### src/rtl/jk_seq_driver.sv
// jk_seq_driver: queues target states and drives one-cycle JK excitation to reach each, then verifies
//   clk/rst_n          : clock, async active-low reset
//   tgt_valid/tgt_data : target word offer; tgt_ready = FIFO not full
//   q_fb               : present Q of the flip-flop bank
//   jk                 : registered excitation, jk[2i+1]=J_i, jk[2i]=K_i
//   busy/done/err      : not idle / verified pulse / sticky mismatch
//   err_clr            : clears err and leaves ERR
module jk_seq_driver #(
  parameter int WIDTH = 4,
  parameter int DEPTH = 4,
  parameter bit TOGGLE = 1'b0
) (
  input  logic               clk,
  input  logic               rst_n,
  input  logic               tgt_valid,
  input  logic [WIDTH-1:0]   tgt_data,
  output logic               tgt_ready,
  input  logic [WIDTH-1:0]   q_fb,
  output logic [2*WIDTH-1:0] jk,
  output logic               busy,
  output logic               done,
  output logic               err,
  input  logic               err_clr
);
  localparam int AW = $clog2(DEPTH);
  typedef enum logic [1:0] {IDLE, DRIVE, CHECK, ERR} state_t;
  state_t state_q, state_d;
  logic [WIDTH-1:0] mem_q [DEPTH];
  logic [AW-1:0] wr_q, rd_q;
  logic [AW:0] cnt_q;
  logic [WIDTH-1:0] tgt_q, tgt_d, head;
  logic [2*WIDTH-1:0] jk_q, jk_d, exc;
  logic done_q, done_d, err_q, err_d, full, empty, push, pop;
  assign full = cnt_q == (AW+1)'(DEPTH);
  assign empty = cnt_q == '0;
  assign push = tgt_valid && !full;
  assign pop = state_q == IDLE && !empty;
  assign head = mem_q[rd_q];
  assign tgt_ready = !full;
  assign jk = jk_q;
  assign busy = state_q != IDLE;
  assign done = done_q;
  assign err = err_q;
  // excitation is computed against the head word so it is ready on the popping edge
  for (genvar i = 0; i < WIDTH; i++) begin : g_exc
    assign exc[2*i+1] = (q_fb[i] ^ head[i]) & (head[i] | TOGGLE);
    assign exc[2*i]   = (q_fb[i] ^ head[i]) & (!head[i] | TOGGLE);
  end
  always_comb begin
    state_d = state_q;
    tgt_d = tgt_q;
    jk_d = '0;
    done_d = 1'b0;
    err_d = err_q;
    case (state_q)
      IDLE: if (!empty) begin
        state_d = DRIVE;
        tgt_d = head;
        jk_d = exc;
      end
      DRIVE: state_d = CHECK;
      CHECK: if (q_fb == tgt_q) begin
        done_d = 1'b1;
        state_d = IDLE;
      end else begin
        err_d = 1'b1;
        state_d = ERR;
      end
      ERR: if (err_clr) begin
        err_d = 1'b0;
        state_d = IDLE;
      end
      default: state_d = IDLE;
    endcase
  end
  always_ff @(posedge clk or negedge rst_n) begin
    if (!rst_n) begin
      state_q <= IDLE;
      tgt_q <= '0;
      jk_q <= '0;
      done_q <= 1'b0;
      err_q <= 1'b0;
      wr_q <= '0;
      rd_q <= '0;
      cnt_q <= '0;
    end else begin
      state_q <= state_d;
      tgt_q <= tgt_d;
      jk_q <= jk_d;
      done_q <= done_d;
      err_q <= err_d;
      wr_q <= push ? wr_q + 1'b1 : wr_q;
      rd_q <= pop ? rd_q + 1'b1 : rd_q;
      cnt_q <= cnt_q + (AW+1)'(push) - (AW+1)'(pop);
    end
  end
  always_ff @(posedge clk) begin
    if (push) mem_q[wr_q] <= tgt_data;
  end
endmodule

### config.mk
export PLATFORM = sky130hd
export DESIGN_NAME = jk_seq_driver
export DESIGN_NICKNAME = d
export VERILOG_FILES = /design/src/rtl/jk_seq_driver.sv
export SDC_FILE = /design/constraint.sdc
export NUM_CORES = 1
export LEC_CHECK = 0
export CORE_MARGIN = 2
export CORE_UTILIZATION = 47
export CTS_CLUSTER_SIZE = 20
export DETAILED_ROUTE_END_ITERATION = 8
export PLACE_DENSITY = 0.78
export SLEW_MARGIN = 20
export SYNTH_ARGS = -nofsm -noshare
export SYNTH_HDL_FRONTEND = slang
export SYNTH_SLANG_ARGS = --single-unit
### constraint.sdc
create_clock -name clk -period 2.3 [get_ports clk]
set_input_delay 0.46 -clock clk [delete_from_list [all_inputs] [get_ports clk]]
set_output_delay 0.46 -clock clk [all_outputs]
set_load 0.01 [all_outputs]
==> flow_summary.ini, run 1 <==
[setup_path]
setup.worst_path.class = reg2reg
critPathCaptureType = flop
crit_fanout = 3
r2r_start = cnt_q[0]
critPathRequiredTime_ns = 2.52
r2r-end = cnt_q[2]
reg2reg_depth = 11
critPathLaunchType = flop
arrival_ns = 2.45
r2r_slack_ns = 0.06

[yosys]
ys_seq_area_share_pct = 65.02
synth_cells = 104
ys.flop_type = dfrtp_1
synth_top_area_share_pct = 35.44
syn_area_mm2 = 0.001624
async_reset_ff_share_pct = 58.97
syn_nets = 123
synth_common_cells = 23 x dfrtp_1, 16 x edfxtp_1, 9 x inv_1, 8 x nor3b_1, 6 x ha_1
syn_area_per_cell_um2 = 15.62
ys_ff_latch = 39
synth_warnings = 0
synth_edf_count = 16
yosys.area.top_type = dfrtp_1
synth_cell_types = 27
synth_area_leaders = dfrtp_1 35%, edfxtp_1 30%, mux4_2 5.5%, ha_1 4.6%, nor3b_1 3.7%
synthMostInstantiatedCell = dfrtp_1

[sta]
finalClockSkew_ns = 0.01316
maxSlewViolCount = 0
worst_pin_slew_ns = 0.5438
clock.fmax_ghz = 0.4474
fin_hold_ws_ns = 0.4643
finalHoldViolations = 0
min_period_ns = 2.235
slew_headroom_pct = 63.27
period_share_pct = 97.19
setup-violations-final = 0

[clock_network]
cts_root_buffer = clkbuf_4
cts_tree = built
clock_sinks = 39
clock_latency_ns = 0.33
cts_buffer_depth = 2
htreeDepth = 2
cts_hold_buf = 0
path_clk_slew_ns = 0.11
cts_buffers = 5

[layout]
syn_to_final_growth_pct = 28.81
drive_gt1_share_pct = 30.61
nNetsFinal = 165
antenna_cells = 0
finalNonFillerCells = 193
fill_cells = 271

[global_routing]
grt_max_degree = 24
grt_pass1_vias = 962
grt_first_pass_wirelength_um = 4498
grt_overflow = 0
grt_antenna_before_repair = 0
groute.usage.overall_pct = 15.35

[placement]
post-dp-hpwl_um = 1858
port_buffers = 23
placed_cells = 177
place.gp.congestion = 0.7284

[detailed_routing]
drt_iter0_drc = 52
drc_errors = 0
drtAntennaViolNets = 0
wirelength_um = 2548
dr.pass1.iters = 4
vias = 935
avgViaCountPerCell = 4.845
wl_per_cell_um = 13.20

[floorplanning]
die_h_um = 62.79
fp-row-count = 21
dieArea_mm2 = 0.003942
initial_core_util_pct = 48.67
fp.dieW_um = 62.79
core_mm2 = 0.003337
io-pin-count = 24

[flow_run]
cap_violations = 0

[pwr]
p_leak_nw = 0.8644
powerDensity_mw_per_mm2 = 1221
ir_drop_uv = 727.6

[min_path]
hold_path.class = in2async

[status]
status = completed
-- layer usage --
layer	GRT usage [%]	vias to the layer above	part of all wire (%)
met5	0	-	0
met4	4.167	0	0
met3	6.126	0	5.2
met2	26.08	30	53
met1	18.15	455	42
li1	-	450	-
-- worst max-delay path, cell delays in order, from the launching register on --
cell     delay, ns
dfrtp_1       0.41
buf_4         0.14
or3_4         0.38
nand2_4       0.07
inv_2         0.04
ha_4          0.20
inv_2         0.06
ha_4          0.12
inv_2         0.03
fa_2          0.39
xnor2_2       0.15
xnor2_1       0.12
-- sequential cells by signal, indices dropped and copies added (netlist names) --
| register | count |
|---|---|
| cnt_q | 3 |
| wr_q | 2 |
| jk | 8 |
| rd_q | 2 |
| state_q | 2 |
| tgt_q | 4 |
| err | 1 |
| mem_q | 16 |
| done | 1 |
-- worst max path at each step --
stage / slack, ns / endpoint / start
2_1_floorplan: 0.04 / cnt_q[2] / cnt_q[2]
3_3_place_gp: -0.05 / cnt_q[2] / tgt_valid
3_5_place_dp: -0.13 / cnt_q[2] / tgt_valid
4_1_cts: 0.02 / cnt_q[2] / cnt_q[1]
5_1_grt: -0.04 / cnt_q[2] / cnt_q[0]
6_report: 0.06 / cnt_q[2] / cnt_q[0]
-- cells by family (layout without fill, tap and decap cells) --
logic type | after synthesis | after routing | synth area share [%]
flops | 39 | 39 | 65.02
mux | 9 | 9 | 9.245
simple gates | 26 | 26 | 10.48
xor+xnor | 9 | 9 | 4.853
fa+ha+maj | 7 | 7 | 5.855
buf+inv | 11 | 54 | 3.236
compound gates | 3 | 3 | 1.310
-- area by class of cell --
cell class,instances,area (um^2),area share (%)
multi-input cells,54,559.3,26.73
repair buffers,37,335.3,16.03
clock buffers,7,45.04,2.153
clock inverters,1,5.005,0.2392
well taps,46,57.56,2.751
flip-flops and latches,39,1056,50.48
inverters,9,33.78,1.615
-- power by group --
group	switching, mW	internal (mW)	leakage (nW)
Combinational	0.482	0.656	0.402
Clock	0.200	0.119	0.0293
Sequential	0.144	0.954	0.433
Total	0.826	1.73	0.864
-- layout by cell type (no fill, tap or decap), drive strengths merged, types with 5 or more instances in the layout --
| master | count |
|---|---|
| dfrtp | 23 |
| clkdlybuf4s50 | 23 |
| edfxtp | 16 |
| buf | 14 |
| inv | 9 |
| nor3b | 8 |
| clkbuf | 7 |
| nand2 | 6 |
| ha | 6 |
| xnor2 | 5 |
| mux2 | 5 |
-- through the flow --
stage	utilization [%]	setup WS [ns]	TNS [ns]	power, mW	area [um^2]
finish	62.69	0.06463	0	2.555	2092
global route	62.69	-0.03662	-0.03662	2.781	2092
CTS	60.74	0.01805	0	2.443	2027
detailed placement	58.34	-0.1346	-0.1346	2.078	1947
global placement	58.34	-0.04608	-0.04608	2.020	1947
floorplan	-	0.03794	0	1.772	1637
-- timing repair --
item	in CTS	in global routing
pin swaps	2	6
gates resized for setup	0	9
endpoints found under the setup margin	1	2
endpoints found under the hold margin	0	0
setup buffers	4	4
No activity file was read; power rests on OpenSTA's default activity.
==> run 2: changes to the inputs <==
CORE_MARGIN = 5   (was 2)
GPL_ROUTABILITY_DRIVEN = 0   (was not set)
REMOVE_ABC_BUFFERS = 1   (was not set)
==> run 2 against run 1 <==
  * Fmax is 0.42% lower
  * Global-route usage is 1.7 points lower
  * Worst setup slack worse by 0.0094 ns
  * Core utilization is 2.1 points lower
  * Clock power is 1% higher
  * Sequential share of layout area is 1.7 points higher
  * Combinational power is 13% lower
  * Clock skew is 0.0083 ns lower
  * Power is 5.4% lower
  * Cell area is 3.3% lower
  * Via count is 2.0% lower
  * Non-clock buffer count is 4 lower
  * Critical path type is now reg2out
==> flow_summary.ini, run 2 (synthesis gave the netlist of run 1 again) <==
[status]
status = completed

[layout]
final_cell_mix = 23 x dfrtp_1, 23 x clkdlybuf4s50_1, 16 x edfxtp_1, 10 x buf_4, 9 x inv_1
largest_register = mem_q
nNetsFinal = 161
largest_register_ffs = 16
drive_gt1_share_pct = 23.08
utilization_pct = 60.63
antenna_cells = 0
syn_to_final_growth_pct = 24.58
fill_cells = 270
final_area_mm2 = 0.002023

[pwr]
powerDensity_mw_per_mm2 = 1194
power_mw = 2.417
ir_drop_uv = 612.1
p_leak_nw = 0.8394

[sta]
worst_pin_slew_ns = 0.5024
fin_ws_ns = 0.05523
maxSlewViolCount = 0
setup-violations-final = 0
period_share_pct = 97.60
min_period_ns = 2.245
slew_headroom_pct = 66.07
clock.fmax_ghz = 0.4455
finalClockSkew_ns = 0.004833
finalHoldViolations = 0

[setup_path]
slowest_delay_ns = 0.47
arrival_ns = 1.78
setup.worst_path.class = reg2out
crit_path_top_delay_cell = clkdlybuf4s50_1
critPathLaunchType = flop
critPathRequiredTime_ns = 1.84
cp_cell_sequence = or3b_4 -> buf_4 -> clkdlybuf4s50_1
crit_fanout = 3
critPathCaptureType = primary output

[floorplanning]
initial_core_util_pct = 48.67
io-pin-count = 24
dieArea_mm2 = 0.004731
fp.dieW_um = 68.79
core_mm2 = 0.003337
fp-row-count = 21
die_h_um = 68.79

[placement]
place_area_mm2 = 0.001938
post-dp-hpwl_um = 1956
port_buffers = 23
pre_cts_slack_ns = -0.1244

[detailed_routing]
drt_iter0_drc = 61
dr.pass1.iters = 4
vias = 916
wirelength_um = 2669
avgViaCountPerCell = 4.847
wl_per_cell_um = 14.12
drc_errors = 0
drtAntennaViolNets = 0

[global_routing]
grt_overflow = 0
grt_max_degree = 24
grt_antenna_before_repair = 0
grt_first_pass_wirelength_um = 4464
grt_pass1_vias = 980
groute.usage.overall_pct = 13.69

[flow_run]
cap_violations = 0

[clock_network]
path_clk_slew_ns = 0.10
clock_latency_ns = 0.34
cts_root_buffer = clkbuf_4
cts_buffer_depth = 2
cts_tree = built
htreeDepth = 2
clock_sinks = 39
cts_hold_buf = 0
cts_buffers = 5

[min_path]
hold_path.class = in2async
## run 2: changes by cell type in the layout (fill, tap and decap cells not counted)
cell      change
ha_4          -2
xnor2_1       +1
clkinv_2      -1
nand2_2       +1
ha_1          +2
inv_1         +4
xnor2_2       -1
nand2_4       -1
clkbuf_1      +1
inv_2         -4
buf_4         -4
## run 2: repair_timing
item                       CTS  global route
resized for setup            1             1
setup endpoints to repair    1             1
buffers inserted             3             1
pin swaps                    2             2
## run 2: report_power, final
group	switching [mW]	total (mW)	internal, mW
Combinational	0.421	0.987	0.566
Sequential	0.152	1.11	0.954
Clock	0.201	0.323	0.122
## run 2: final timing paths
path / slack [ns] / cells past startpoint / end / startpoint
min in group clk: 0.53 / 1 / tgt_q[1] / tgt_q[1]
hold reg to reg: 0.53 / 1 / tgt_q[1] / tgt_q[1]
setup reg to reg: 0.08 / 10 / cnt_q[2] / cnt_q[0]
max in group asynchronous: 1.60 / 2 / wr_q[0] / rst_n
setup / recovery: 0.06 / 3 / tgt_ready / cnt_q[0]
hold / removal: 0.47 / 2 / jk[1] / rst_n
## run 2: cell type report
class,instances,area [um^2],area share (%)
timing repair buffer,33,305.3,15.09
clock buffer,8,48.80,2.412
tap,46,57.56,2.845
inverter,9,33.78,1.670
sequential,39,1056,52.20
multi-input combinational,54,521.8,25.79
## run 2: metrics by stage
| step | std cells | hold slack (ns) | setup TNS (ns) |
|---|---|---|---|
| floorplan | 102 | 0.1644 | -0.1045 |
| global placement | 177 | 0.4868 | -0.04381 |
| detailed placement | 177 | 0.5160 | -0.1244 |
| CTS | 188 | 0.4694 | 0 |
| global route | 189 | 0.4761 | -0.01694 |
| finish | 189 | 0.4655 | 0 |
## run 2: per-layer routing
| metal | global-route usage [%] | up-vias | wire length (um) |
|---|---|---|---|
| li1 | - | 442 | - |
| met1 | 14.93 | 437 | 1064 |
| met2 | 22.77 | 31 | 1346 |
| met3 | 4.538 | 6 | 183 |
| met4 | 8.759 | 0 | 74 |
| met5 | 0 | - | 0 |
## run 2: critical path, delay by kind of cell (launching register included)
family	cells	cell delay [ns]
buffers and inverters	2	0.61
DFF	1	0.42
and+or+nand+nor	1	0.41
==> RTL change, RTL diff (flow settings as in run 1) <==
The 4 states of `state_t` get a one-hot encoding in 4 bits.
--- a/src/rtl/jk_seq_driver.sv
+++ b/src/rtl/jk_seq_driver.sv
@@ -25,3 +25,3 @@
   localparam int AW = $clog2(DEPTH);
-  typedef enum logic [1:0] {IDLE, DRIVE, CHECK, ERR} state_t;
+  typedef enum logic [3:0] {IDLE = 4'b0001, DRIVE = 4'b0010, CHECK = 4'b0100, ERR = 4'b1000} state_t;
   state_t state_q, state_d;
Formal check against the unedited RTL: no difference found for any inputs over 10 cycles, from zero or initial values and one cycle with rst_n low; not proved beyond that.
==> RTL change against run 1 <==
Via count is 5.1% higher; design area is 6.8% higher; wire length is 11% higher; fmax hardly changed; synthesized area is 7.8% higher; clock power is 73% higher; setup slack hardly changed; critical path depth stayed put; total power is 18% higher; largest cell class unchanged; sequential cell count is 2 higher.
==> RTL change: results (changes against run 1) <==
status: "finished, final reports clean"
p_int_uw: 2050  # +19%
drive_above_1_share: 0.291  # -0.0156
postCtsSetupBuffers: 1  # -3
synth.top_cells.by_count: "24 x dfrtp_1, 16 x edfxtp_1, 10 x xnor2_1, 9 x inv_1, 7 x nor3b_1"
cp.arrival_ps: 2420  # -30 ps
grt_pass1_vias: 1016  # +5.6%
crit_path_max_fanout: 4  # +1
combinationalPower_uw: 1250  # +9.6%
routabilityCongestion: 0.737  # +1.2%
crit_start: "state_q[0]$_DFFE_PN1P_"
grt_util_all_layers: 0.156  # +0.00256
vias: 983  # +5.1%
finalCritPeriodShare: 0.972  # about the same
ys_top_cells_by_area: "dfrtp_1 34%, edfxtp_1 27%, mux4_2 5.1%"
grt_pass1_wl_microns: 4670  # +3.8%
cts-root-buf: "clkbuf_8"
place_ws_ps: -56.2  # +78.4 ps
hpwl_microns: 2090  # +12%
dp.cells: 185  # +4.5%
async_flop_share: 0.610  # +0.0200
skew_ps: 6.91  # -6.25 ps
largest_register: "mem_q"
rrSetupSlack_ps: 60  # about the same
seq_area_frac_synth: 0.633  # -0.0176
initialDrtViolationCount: 41  # -21%
cts.clk_slew.worst_paths_ps: 80  # -30 ps
p_leak_uw: 0.000914  # +5.7%
hold_path_class: "reg2reg"
seq_power_uw: 1210  # +10%
grt_max_degree: 26  # +8.3%
synth_nets: 128  # +4.1%
cts_resized: 0  # unchanged
clkLatencyLatePin_ps: 290  # -40 ps
vdd_drop_max_mv: 0.711  # -2.2%
wl_microns: 2830  # +11%
critical_path.max_stage_delay_ps: 570  # +160 ps
crit_slowest_cell: "dfstp_2"
fin_nets: 166  # +0.61%
yosys.cell_types.count: 32  # +19%
## RTL change: per-stage QoR
step                instance area [sq um]  setup TNS, ps  utilization  hold WS (ps)  power, uW
floorplan                            1760              0            -           164       2010
global placement                     2090          -16.2        0.575           461       2320
detailed placement                   2090          -56.2        0.575           481       2410
CTS                                  2210              0        0.608           502       2980
global route                         2230          -33.5        0.615           533       3200
finish                               2230              0        0.615           496       3010
## RTL change: cell families after synthesis
family                     after synthesis  share of synthesized area
AOI/OAI and AO/OA                        2                     0.0136
xor gates and xnor gates                10                     0.0500
adders and majority gates                7                     0.0543
buffers and inverters                   11                     0.0286
DFF                                     41                      0.633
muxes                                    9                     0.0858
and+or+nand+nor                         29                      0.135
## RTL change: layer usage
| layer | up-vias | GRT usage | part of all wire |
|---|---|---|---|
| met5 | - | 0 | 0 |
| met4 | 0 | 0.109 | 0.020 |
| met3 | 5 | 0.0399 | 0.049 |
| met2 | 24 | 0.271 | 0.53 |
| met1 | 483 | 0.164 | 0.39 |
| li1 | 471 | - | - |
## RTL change: cell type report
class	instances	area, sq um
repair buffers	33	305
well taps	48	60.1
inverters	9	33.8
clock inverters	1	6.26
multi-input cells	57	612
flip-flops and latches	41	1110
clock buffers	7	108
fillers	289	1400
## RTL change: worst min-delay path by stage
stage	from	to	slack, ps	depth (start not counted)
floorplan	rst_n	cnt_q[0]$_DFF_PN0_	160	0
global placement	err$_DFFE_PN0P_	err$_DFFE_PN0P_	460	1
detailed placement	err$_DFFE_PN0P_	err$_DFFE_PN0P_	480	1
CTS	err$_DFFE_PN0P_	err$_DFFE_PN0P_	500	1
global route	err$_DFFE_PN0P_	err$_DFFE_PN0P_	530	1
finish	err$_DFFE_PN0P_	err$_DFFE_PN0P_	500	1
